### config.mk
export PLATFORM = sky130hd
export DESIGN_NAME = cam_pattern_gen
export DESIGN_NICKNAME = d
export VERILOG_FILES = /design/src/rtl/cam_pattern_gen.sv
export SDC_FILE = /design/constraint.sdc
export NUM_CORES = 1
export LEC_CHECK = 0
export BUFFER_PORTS_ARGS = -buffer_cell sky130_fd_sc_hd__buf_4
export CAP_MARGIN = 20
export CORE_MARGIN = 2
export CORE_UTILIZATION = 55
export DETAILED_ROUTE_END_ITERATION = 12
export PLACE_DENSITY = 0.85
export REMOVE_ABC_BUFFERS = 1
export SETUP_SLACK_MARGIN = 0.15
export SYNTH_ARGS = -nofsm -noshare
export SYNTH_HDL_FRONTEND = slang
export SYNTH_SLANG_ARGS = --single-unit
### constraint.sdc
create_clock -name p_clock -period 2.4 [get_ports p_clock]
set_input_delay 0.12 -clock p_clock [delete_from_list [all_inputs] [get_ports p_clock]]
set_output_delay 0.12 -clock p_clock [all_outputs]
set_load 0.05 [all_outputs]
### src/rtl/cam_pattern_gen.sv
`default_nettype none
// ============================================================================
// Module   : cam_pattern_gen
// Brief    : Camera-style frame generator (vsync/href/8-bit data, RGB565 fill)
// Revision : 1.0
// ============================================================================
module cam_pattern_gen #(
  parameter int COLS   = 160,
  parameter int ROWS   = 120,
  parameter int HBLANK = 16,
  parameter int VS_CYC = 8,
  parameter int VBP    = 8
) (
  input  logic       p_clock,
  input  logic       rst_n,
  input  logic       enable,
  input  logic [2:0] color,
  output logic       vsync,
  output logic       href,
  output logic [7:0] data,
  output logic       frame_done,
  output logic [7:0] frame_cnt,
  output logic       busy
);

  localparam int LINE_BYTES = 2 * COLS;
  localparam int MAX_A      = (LINE_BYTES > HBLANK) ? LINE_BYTES : HBLANK;
  localparam int MAX_B      = (VS_CYC > VBP) ? VS_CYC : VBP;
  localparam int CNT_MAX    = (MAX_A > MAX_B) ? MAX_A : MAX_B;
  localparam int CW         = (CNT_MAX > 1) ? $clog2(CNT_MAX) : 1;
  localparam int RW         = (ROWS > 1) ? $clog2(ROWS) : 1;

  localparam logic [CW-1:0] VS_LAST   = CW'(VS_CYC - 1);
  localparam logic [CW-1:0] VBP_LAST  = CW'(VBP - 1);
  localparam logic [CW-1:0] LINE_LAST = CW'(LINE_BYTES - 1);
  localparam logic [CW-1:0] HBL_LAST  = CW'(HBLANK - 1);
  localparam logic [RW-1:0] ROW_LAST  = RW'(ROWS - 1);

  typedef enum logic [2:0] {
    S_IDLE  = 3'd0,
    S_VSYNC = 3'd1,
    S_VBP   = 3'd2,
    S_LINE  = 3'd3,
    S_HBL   = 3'd4
  } state_t;

  state_t        state_q, state_d;
  logic [CW-1:0] cnt_q, cnt_d;
  logic [RW-1:0] row_q, row_d;
  logic [2:0]    col_q, col_d;
  logic          vsync_q, vsync_d;
  logic          href_q, href_d;
  logic [7:0]    data_q, data_d;
  logic          done_q, done_d;
  logic [7:0]    fcnt_q, fcnt_d;
  logic          busy_q, busy_d;
  logic [15:0]   pix;

  assign pix = {col_q[2] ? 5'h1f : 5'h00,
                col_q[1] ? 6'h3f : 6'h00,
                col_q[0] ? 5'h1f : 5'h00};

  // Outputs are registered from the next state so they line up with state_q.
  always_comb begin
    state_d = state_q;
    cnt_d   = cnt_q + CW'(1);
    row_d   = row_q;
    col_d   = col_q;
    done_d  = 1'b0;
    case (state_q)
      S_IDLE: begin
        cnt_d = '0;
        if (enable) begin
          state_d = S_VSYNC;
          col_d   = color;
        end
      end
      S_VSYNC: begin
        if (cnt_q == VS_LAST) begin
          state_d = S_VBP;
          cnt_d   = '0;
        end
      end
      S_VBP: begin
        if (cnt_q == VBP_LAST) begin
          state_d = S_LINE;
          cnt_d   = '0;
          row_d   = '0;
        end
      end
      S_LINE: begin
        if (cnt_q == LINE_LAST) begin
          cnt_d = '0;
          if (row_q == ROW_LAST) begin
            done_d = 1'b1;
            row_d  = '0;
            if (enable) begin
              state_d = S_VSYNC;
              col_d   = color;
            end else begin
              state_d = S_IDLE;
            end
          end else begin
            state_d = S_HBL;
          end
        end
      end
      S_HBL: begin
        if (cnt_q == HBL_LAST) begin
          state_d = S_LINE;
          cnt_d   = '0;
          row_d   = row_q + RW'(1);
        end
      end
      default: begin
        state_d = S_IDLE;
        cnt_d   = '0;
        row_d   = '0;
      end
    endcase

    vsync_d = (state_d == S_VSYNC);
    href_d  = (state_d == S_LINE);
    busy_d  = (state_d != S_IDLE);
    fcnt_d  = fcnt_q + {7'd0, done_d};
    data_d  = 8'h00;
    if (state_d == S_LINE) begin
      data_d = cnt_d[0] ? pix[7:0] : pix[15:8];
    end
  end

  always_ff @(posedge p_clock) begin
    if (!rst_n) begin
      state_q <= S_IDLE;
      cnt_q   <= '0;
      row_q   <= '0;
      col_q   <= '0;
      vsync_q <= 1'b0;
      href_q  <= 1'b0;
      data_q  <= 8'h00;
      done_q  <= 1'b0;
      fcnt_q  <= 8'h00;
      busy_q  <= 1'b0;
    end else begin
      state_q <= state_d;
      cnt_q   <= cnt_d;
      row_q   <= row_d;
      col_q   <= col_d;
      vsync_q <= vsync_d;
      href_q  <= href_d;
      data_q  <= data_d;
      done_q  <= done_d;
      fcnt_q  <= fcnt_d;
      busy_q  <= busy_d;
    end
  end

  assign vsync      = vsync_q;
  assign href       = href_q;
  assign data       = data_q;
  assign frame_done = done_q;
  assign frame_cnt  = fcnt_q;
  assign busy       = busy_q;

endmodule
`default_nettype wire
; ---- Yosys cells after proc, flatten, opt, wreduce, memory -nomap -nowiden
; Cells that the tools add are included.
[totals]
register_bits = 42
in_bits = 6
output_inout_bits = 20
wordCells = 64
[classes]
addsub = 3
n_eq_ne = 14
n_mux = 28
n_bitwise = 1
n_reduce_logical = 8
[op_table]
columns = operator, count
row1 = $mux 7, 4
row2 = $pmux 7 s4, 1
row3 = $mux 3, 9
row4 = $mux 9, 3
row5 = $pmux 9 s3, 1
row6 = $pmux 3 s5, 1
row7 = $mux 5, 2
row8 = $add 9x1->9 const B, 1
row9 = $eq 3x2->1 const B, 3
row10 = $eq 9x3->1 const B, 1
row11 = $eq 9x4->1 const B, 1
row12 = $eq 9x9->1 const B, 1
row13 = $add 8x1->8, 1
row14 = $mux 8, 1
row15 = $ne 2x2->1 const B, 4
row16 = $add 7x1->7 const B, 1
row17 = $eq 7x7->1 const B, 1
row18 = $eq 3x1->1 const B, 2
row19 = $mux 6, 1
row20 = $pmux 3 s2, 1
row21 = $reduce_and 5->1, 1
row22 = $mux 1, 4
row23 = $reduce_or 2->1, 2
row24 = $eq 3x3->1 const B, 1
row25 = other kinds (6), 6

; ---- Longest topological paths before layout
; Gate-level depths: netlist of the first run.
[depth]
word_depth = 6
depth_mapped = 9
mapped_depth_nobuf = 9

; ---- Worst setup path before layout of the first run
; Ideal clock, no wire load.
[synth_path]
path_type = register to register
startpoint = register cnt_q[0]
endpoint = register busy_q, in the netlist busy
setup_ps = 120
arrival_ps = 2018
required_time_ps = 2280
setup_slack_ps = 262
stages_incl_launch_ff = 8
path_buffers = 1
synth_period_minus_slack_ps = 2138
cell_sequence = dfxtp_1 > ha_1 > or4b_1 > buf_6 > nor2_8 > nor4_2 > or3_1 > o31a_1
[synth_between]
elab_chain_len = 4
word_cells_on_any_way = 9
classes_between = eq/ne (3) / mux (5) / reduce/logical (1)
[synth_lines]
columns = element, line
row1 = "start, declared", 48  ; logic [CW-1:0] cnt_q, cnt_d;
row2 = "start signal, assigned", 146  ; cnt_q <= cnt_d;
row3 = $eq 9x4->1 (tied with other cells), 109  ; if (cnt_q == HBL_LAST) begin
row4 = $mux 3 (on tied branches), n/a
row5 = $pmux 3 s5 *, 70  ; case (state_q)
row6 = $reduce_bool 3->1 *, 124  ; busy_d = (state_d != S_IDLE);
row7 = "end signal, assigned", 154  ; busy_q <= busy_d;
row8 = "end, declared", 56  ; logic busy_q, busy_d;
; Every way passes the cells marked *; elsewhere a longest branch is shown, timed or not.
; A chain may end at the register's enable or synchronous reset.

; ---- Worst setup path after layout of the first run
[layout_path]
startpoint = register cnt_q[1]
endpoint = register data_q[6], in the netlist data[6]
[layout_between]
elab_chain_len = 5
word_cells_on_any_way = 15
classes_between = eq/ne (4) / mux (10) / reduce/logical (1)
[layout_lines]
columns = element, line
row1 = $eq 9x4->1 (tied with other cells), 109
row2 = $mux 3 (on tied branches), n/a
row3 = $pmux 3 s5, 70
row4 = $eq 3x2->1, 127  ; if (state_d == S_LINE) begin
row5 = $reduce_and 2->1 (no source line), n/a
row6 = "end signal, assigned", 151  ; data_q <= data_d;
row7 = "end, declared", 53  ; logic [7:0] data_q, data_d;
; Parallel ways exist; a longest one is shown, timed or not.

==> impl_metrics.py, run 1 <==
metrics = {
    "synthesis": {
        "synth_cell_types": 47,
        "synth.most_common_cell": "dfxtp_1",
        "yosysWarningCount": 0,
        "ys.flop_type": "dfxtp_1",
        "syn_area_per_cell_sq_um": 9.045,
        "yosysTopAreaCellShare_pct": 42.65,
        "ys_seq_area_share_pct": 42.65,
        "ys_ff_latch": 37,
        "netlist_area_sq_um": 1737,
        "synth_edf_count": 0,
        "synth_top_cell_by_area": "dfxtp_1",
        "async_flop_share_pct": 0,
        "synth_commonest_cells": "dfxtp_1, nor2_1, nand3_1",
        "synthCells": 192,
        "synth_area_leaders": "dfxtp_1, nor2_1, xor2_1",
    },
    "floorplanning": {
        "coreArea_sq_um": 3028,
        "die_x_microns": 60.19,
        "fp-row-count": 20,
        "die_area_sq_um": 3623,
        "die_h_microns": 60.19,
        "num_io_pins": 26,
        "start_util_pct": 57.36,
    },
    "placed_design": {
        "gp_congestion": 0.8417,
        "place.port_buffers": 25,
        "hpwl_microns": 2530,
    },
    "critical_path": {
        "worstSetupEndpointType": "flop",
        "worst_path_largest_cell_delay_ns": 0.57,
        "timing.critical_path.buf_inv": 1,
        "rrSetupSlack_ns": 0.26,
        "timing.rr.end": "data[6]",
        "crit_family": "simple AND/OR/NAND/NOR gates",
        "cpMaxStageDelayCell": "or4b_4",
        "start_kind": "flop",
        "worstPathCellList": "ha_1, or4b_4, o21ai_2, buf_4, and3_1, o21ai_0, a21oi_1",
        "required_ns": 2.67,
        "cp_max_fo": 5,
        "r2r_cells": 7,
        "crit_arrival_ns": 2.41,
        "critPathKind": "reg2reg",
        "timing.rr.start": "cnt_q[1]",
    },
    "power": {
        "swShare_pct": 23.45,
        "p_int_mw": 0.8199,
        "pwr-share-comb_pct": 6.4,
        "p_per_area_nw_per_um2": 517.8,
        "switching_power_mw": 0.2511,
        "pwr-share-clk_pct": 34.8,
        "pwr-share-seq_pct": 58.8,
        "vdd_drop_max_v": 0.0003346,
        "p_leak_nw": 0.8702,
    },
    "drt": {
        "firstDrtPassIters": 4,
        "routed_wirelength_microns": 3733,
        "drt-wirelength-per-cell_microns": 14.14,
        "drtIter0Drc": 62,
        "routed.top_layer": "met4",
        "vias": 1459,
        "met3_wirelength_microns": 175,
        "via_per_inst": 5.527,
        "ant_nets": 0,
        "route.detailed.drc": 0,
        "wl_met1_microns": 1613,
        "dr_wl_met2_microns": 1811,
    },
    "global_routing": {
        "grt_pass1_wl_microns": 5947,
        "grt_antenna_before_repair": 0,
        "grt_max_degree": 18,
        "grt_util_all_layers_pct": 22.73,
        "grt_overflow": 0,
        "grt_pass1_vias": 1326,
    },
    "clock_network": {
        "clk_pin_slew_ns": 0.11,
        "htree_levels": 2,
        "insertion_delay_ns": 0.35,
        "cts_tree": "yes",
        "numCtsBuffers": 5,
        "postCtsSetupBuffers": 0,
        "clk_path_buf_depth": 2,
        "cts_root_buf": "clkbuf_4",
        "cts.sinks": 37,
    },
    "final_layout": {
        "nets": 229,
        "diodes": 0,
        "syn_to_final_growth_pct": 19.09,
        "drive_above_1_share_pct": 25.00,
    },
    "timing": {
        "fin_setup_tns_ns": 0,
        "rsz0062_at_grt": "no",
        "whs_ns": 0.02934,
        "slew_headroom_pct": 52.35,
        "worst_pin_slew_ns": 0.7082,
        "final.setup_skew_ns": 0.005618,
        "drv_slew": 0,
        "fin_crit_sh_pct": 89.31,
        "fin_crit_ns": 2.143,
        "setup_violations": 0,
        "fmax_mhz": 466.6,
        "hold_violations": 0,
    },
    "min_path": {
        "hp-start": "color[2]",
        "min_path_type": "in2reg",
        "hold-path-cell-count": 3,
        "min_to": "col_q[2]",
    },
    "outcome": {
        "outcome": "finished, final reports clean",
    },
    "flow_run": {
        "maxCapViolCount": 0,
    },
}
registers in the layout (all words and copies together), names as in the netlist:
signal      count
busy            1
cnt_q           9
col_q           3
data            3
frame_cnt       8
frame_done      1
href            1
row_q           7
state_q         3
vsync           1
what timing repair did:
item,in CTS,in global routing
resized for setup,1,9
hold buffers,2,0
endpoints found under the setup margin,3,26
hold endpoints to repair,2,0
worst min-delay path, stage by stage:
cell,delay [ns]
buf_4,0.08
mux2i_1,0.05
nor2_1,0.09
layout by cell type, fill, tap and decap left out, types with 2 or more instances in the layout:
master / Yosys / layout
o21ai_0: 3 / 3
ha_2: 0 / 2
nor2_1: 27 / 27
dfxtp_1: 37 / 35
nand3b_1: 4 / 4
o21a_1: 2 / 2
a21oi_1: 8 / 8
or4b_4: 1 / 2
and2_1: 3 / 3
mux2i_1: 4 / 4
nor4_1: 2 / 2
and3_1: 6 / 5
clkbuf_8: 0 / 2
o21ai_1: 5 / 5
nand3_1: 13 / 13
a31oi_1: 4 / 4
nand2_1: 8 / 8
nor4_2: 2 / 2
xnor2_1: 3 / 3
o31ai_1: 2 / 2
dlygate4sd3_1: 0 / 2
buf_4: 5 / 30
xor2_1: 11 / 11
inv_1: 5 / 5
o211ai_1: 2 / 2
dfxtp_2: 0 / 2
ha_1: 4 / 2
clkbuf_4: 0 / 5
nand4_1: 2 / 2
cells by family after synthesis:
family	count (synthesis)	share of synthesized area (%)
flops	37	42.65
xor+xnor	14	7.061
buf+inv	18	5.619
compound gates	33	12.18
mux	4	2.306
fa+ha+maj	4	2.882
simple gates	82	27.31
layer usage:
metal	vias up	global-route usage, %
met5	-	0
met4	0	14.60
met3	13	5.411
met2	41	34.16
met1	671	28.92
li1	734	-
how the worst max path moves through the flow:
stage | startpoint | to | slack [ns] | cells after the start
5_1_grt | row_q[0] | frame_cnt[6] | 0.14 | 9
3_3_place_gp | cnt_q[1] | frame_cnt[7] | 0.22 | 9
2_1_floorplan | cnt_q[0] | busy | 0.16 | 6
6_report | cnt_q[1] | data[6] | 0.26 | 7
3_5_place_dp | cnt_q[1] | frame_cnt[7] | 0.17 | 9
4_1_cts | cnt_q[1] | row_q[1] | 0.16 | 6
stage by stage:
stage	total power [mW]	std cells	setup slack, ns	util, %	instance area [sq um]
floorplan	0.6836	180	0.1582	-	1662
global placement	0.7057	254	0.2245	64.13	1942
detailed placement	0.7075	254	0.1696	64.13	1942
CTS	1.076	264	0.1580	67.27	2037
global route	1.110	264	0.1431	68.31	2068
finish	1.071	264	0.2566	68.31	2068
power groups by stage:
stage	Clock, mW	Sequential [mW]	Combinational (mW)
after floorplan	0	0.653	0.0308
after global placement	0	0.643	0.0623
after detailed placement	0	0.643	0.0640
after CTS	0.379	0.629	0.0670
after global routing	0.405	0.631	0.0741
final	0.373	0.630	0.0684
layout make-up:
cell class                      count  area, sq um
Clock buffer                        7        65.06
Clock inverter                      1        5.005
Fill cell                         256        959.7
Inverter                            6        22.52
Multi-Input combinational cell    137        932.1
Sequential cell                    37        743.2
Tap cell                           44        55.05
Timing Repair Buffer               32        245.2
(Power assumes the default switching activity.)
==> run 2: changes to the inputs <==
Settings changed: REMOVE_ABC_BUFFERS 1 to unset.
==> run 2 against run 1 <==
- cell count down 0.76%
- combinational power is 7.5% lower
- first-iteration DRC count rose by 13%
- sequential share of layout area rose by 0.22 points
- critical path type unchanged
- largest cell class unchanged
==> impl_metrics.py, run 2 (synthesis results as in run 1) <==
metrics = {
    "outcome": {
        "outcome": "finished, final reports clean",
    },
    "min_path": {
        "min_to": "col_q[0]",
        "min_path_type": "in2reg",
        "hold-path-cell-count": 3,
        "hp-start": "color[0]",
    },
    "global_routing": {
        "met3_usage_pct": 6.061,
        "grt_pass1_wl_microns": 5388,
        "grt_max_degree": 18,
        "grt_antenna_before_repair": 0,
        "use_met1_pct": 26.61,
        "grt_util_all_layers_pct": 19.84,
        "grt-busiest-layer": "met2",
        "grtUsageMet2_pct": 30.75,
        "grt_overflow": 0,
        "grt_pass1_vias": 1228,
    },
    "timing": {
        "hold_violations": 0,
        "final.setup_skew_ns": 0.01915,
        "worst_slack_ns": 0.2736,
        "fin_setup_tns_ns": 0,
        "fin_crit_ns": 2.126,
        "worst_pin_slew_ns": 0.5946,
        "slew_headroom_pct": 60.00,
        "rsz0062_at_grt": "yes",
        "drv_slew": 0,
        "fin_crit_sh_pct": 88.60,
        "fmax_mhz": 470.3,
        "setup_violations": 0,
    },
    "power": {
        "vdd_drop_max_v": 0.0003944,
        "p_total_mw": 1.139,
        "pwr-share-seq_pct": 55.3,
        "p_leak_nw": 0.8694,
        "pwr-share-comb_pct": 5.6,
        "p_int_mw": 0.8970,
        "swShare_pct": 21.26,
        "pwr-share-clk_pct": 39.1,
        "p_per_area_nw_per_um2": 554.1,
        "switching_power_mw": 0.2421,
    },
    "final_layout": {
        "syn_to_final_growth_pct": 18.37,
        "layout_commonest_cell": "dfxtp_1",
        "largest_reg_flops": 9,
        "drive_above_1_share_pct": 24.31,
        "nets": 227,
        "most-common-layout-cells": "dfxtp_1, buf_4, nor2_1, nand3_1, xor2_1",
        "diodes": 0,
        "regMostFlops": "cnt_q",
    },
    "clock_network": {
        "numCtsBuffers": 5,
        "cts.sinks": 37,
        "cts_hold_buf": 0,
        "htree_levels": 2,
        "insertion_delay_ns": 0.35,
        "cts_tree": "yes",
        "clk_pin_slew_ns": 0.12,
        "clk_path_buf_depth": 2,
        "cts_root_buf": "clkbuf_4",
    },
    "floorplanning": {
        "start_util_pct": 57.36,
        "fp-row-count": 20,
        "die_area_sq_um": 3623,
        "die_x_microns": 60.19,
        "num_io_pins": 26,
        "coreArea_sq_um": 3028,
        "die_h_microns": 60.19,
    },
    "drt": {
        "firstDrtPassIters": 5,
        "drtIter0Drc": 70,
        "vias": 1440,
        "ant_nets": 0,
        "drt-wirelength-per-cell_microns": 13.40,
        "via_per_inst": 5.496,
        "routed_wirelength_microns": 3512,
        "route.detailed.drc": 0,
    },
    "synthesis": {
        "synth_fp_nets": 202,
    },
    "flow_run": {
        "maxCapViolCount": 0,
    },
    "placed_design": {
        "place.port_buffers": 25,
        "hpwl_microns": 2427,
        "gp_congestion": 0.8651,
        "post-place-ws_ns": 0.1660,
    },
    "critical_path": {
        "crit_family": "simple AND/OR/NAND/NOR gates",
        "timing.rr.end": "frame_cnt[7]",
        "crit_arrival_ns": 2.41,
        "cp_max_fo": 4,
        "timing.rr.start": "row_q[0]",
        "required_ns": 2.68,
        "r2r_cells": 9,
        "start_kind": "flop",
        "worstSetupEndpointType": "flop",
        "worstPathCellList": "ha_2, nand4b_1, or2_2, nor3_2, ha_2, and3_1, nand3_1, xor2_1, nor2_1",
        "timing.critical_path.buf_inv": 0,
        "cpMostUsedCell": "ha_2",
        "worst_path_largest_cell_delay_ns": 0.38,
        "rrSetupSlack_ns": 0.27,
        "critPathKind": "reg2reg",
        "cpMaxStageDelayCell": "dfxtp_2",
    },
}
-- run 2: changes by cell type in the layout (fill, tap and decap cells not counted), sizes merged --
cell,before,now
bufinv,0,1
clkinv,2,1
dlygate4sd3,2,0
-- run 2: worst min-delay path: stages --
cell and delay (ns):
buf_4 0.08, mux2i_1 0.05, nor2_1 0.07
-- run 2: what timing repair did --
item | in CTS | in global routing
buffers inserted | 0 | 0
setup endpoints to repair | 0 | 17
resized for setup | 0 | 8
-- run 2: worst max-delay path by stage --
| stage | cells past startpoint | startpoint | slack (ns) | to |
|---|---|---|---|---|
| 2_1_floorplan | 7 | cnt_q[0] | 0.26 | busy |
| 3_3_place_gp | 6 | cnt_q[1] | 0.25 | row_q[1] |
| 3_5_place_dp | 6 | cnt_q[1] | 0.17 | row_q[1] |
| 4_1_cts | 6 | cnt_q[1] | 0.17 | busy |
| 5_1_grt | 9 | row_q[0] | 0.12 | frame_cnt[4] |
| 6_report | 9 | row_q[0] | 0.27 | frame_cnt[7] |
-- run 2: layout make-up --
type | count | area (sq um)
clock buffer | 7 | 55.05
clock inverter | 1 | 30.03
fill | 252 | 972.2
inverter | 6 | 22.52
multi-input combinational | 137 | 924.6
sequential | 37 | 743.2
tap | 44 | 55.05
timing repair buffer | 30 | 225.2
-- run 2: through the flow --
| step | hold slack [ns] | area (sq um) | util (%) | instances |
|---|---|---|---|---|
| global placement | 0.3549 | 1942 | 64.13 | 254 |
| CTS | 0.005941 | 2027 | 66.94 | 262 |
| floorplan | 0.2639 | 1737 | - | 192 |
| global route | 0.009417 | 2056 | 67.89 | 262 |
| finish | 0.004052 | 2056 | 67.89 | 262 |
| detailed placement | 0.3611 | 1942 | 64.13 | 254 |
-- run 2: power groups by stage --
| stage | Sequential, mW | Combinational [mW] | Clock, mW |
|---|---|---|---|
| floorplan | 0.650 | 0.0365 | 0 |
| global placement | 0.643 | 0.0621 | 0 |
| detailed placement | 0.644 | 0.0630 | 0 |
| CTS | 0.630 | 0.0633 | 0.452 |
| global route | 0.631 | 0.0690 | 0.478 |
| finish | 0.630 | 0.0633 | 0.446 |
-- run 2: routing by layer --
metal / part of all wire [%] / routed length [microns]
met2: 46 / 1606
met5: 0 / 0
met3: 6.6 / 233
met4: 1.3 / 45
met1: 46 / 1626
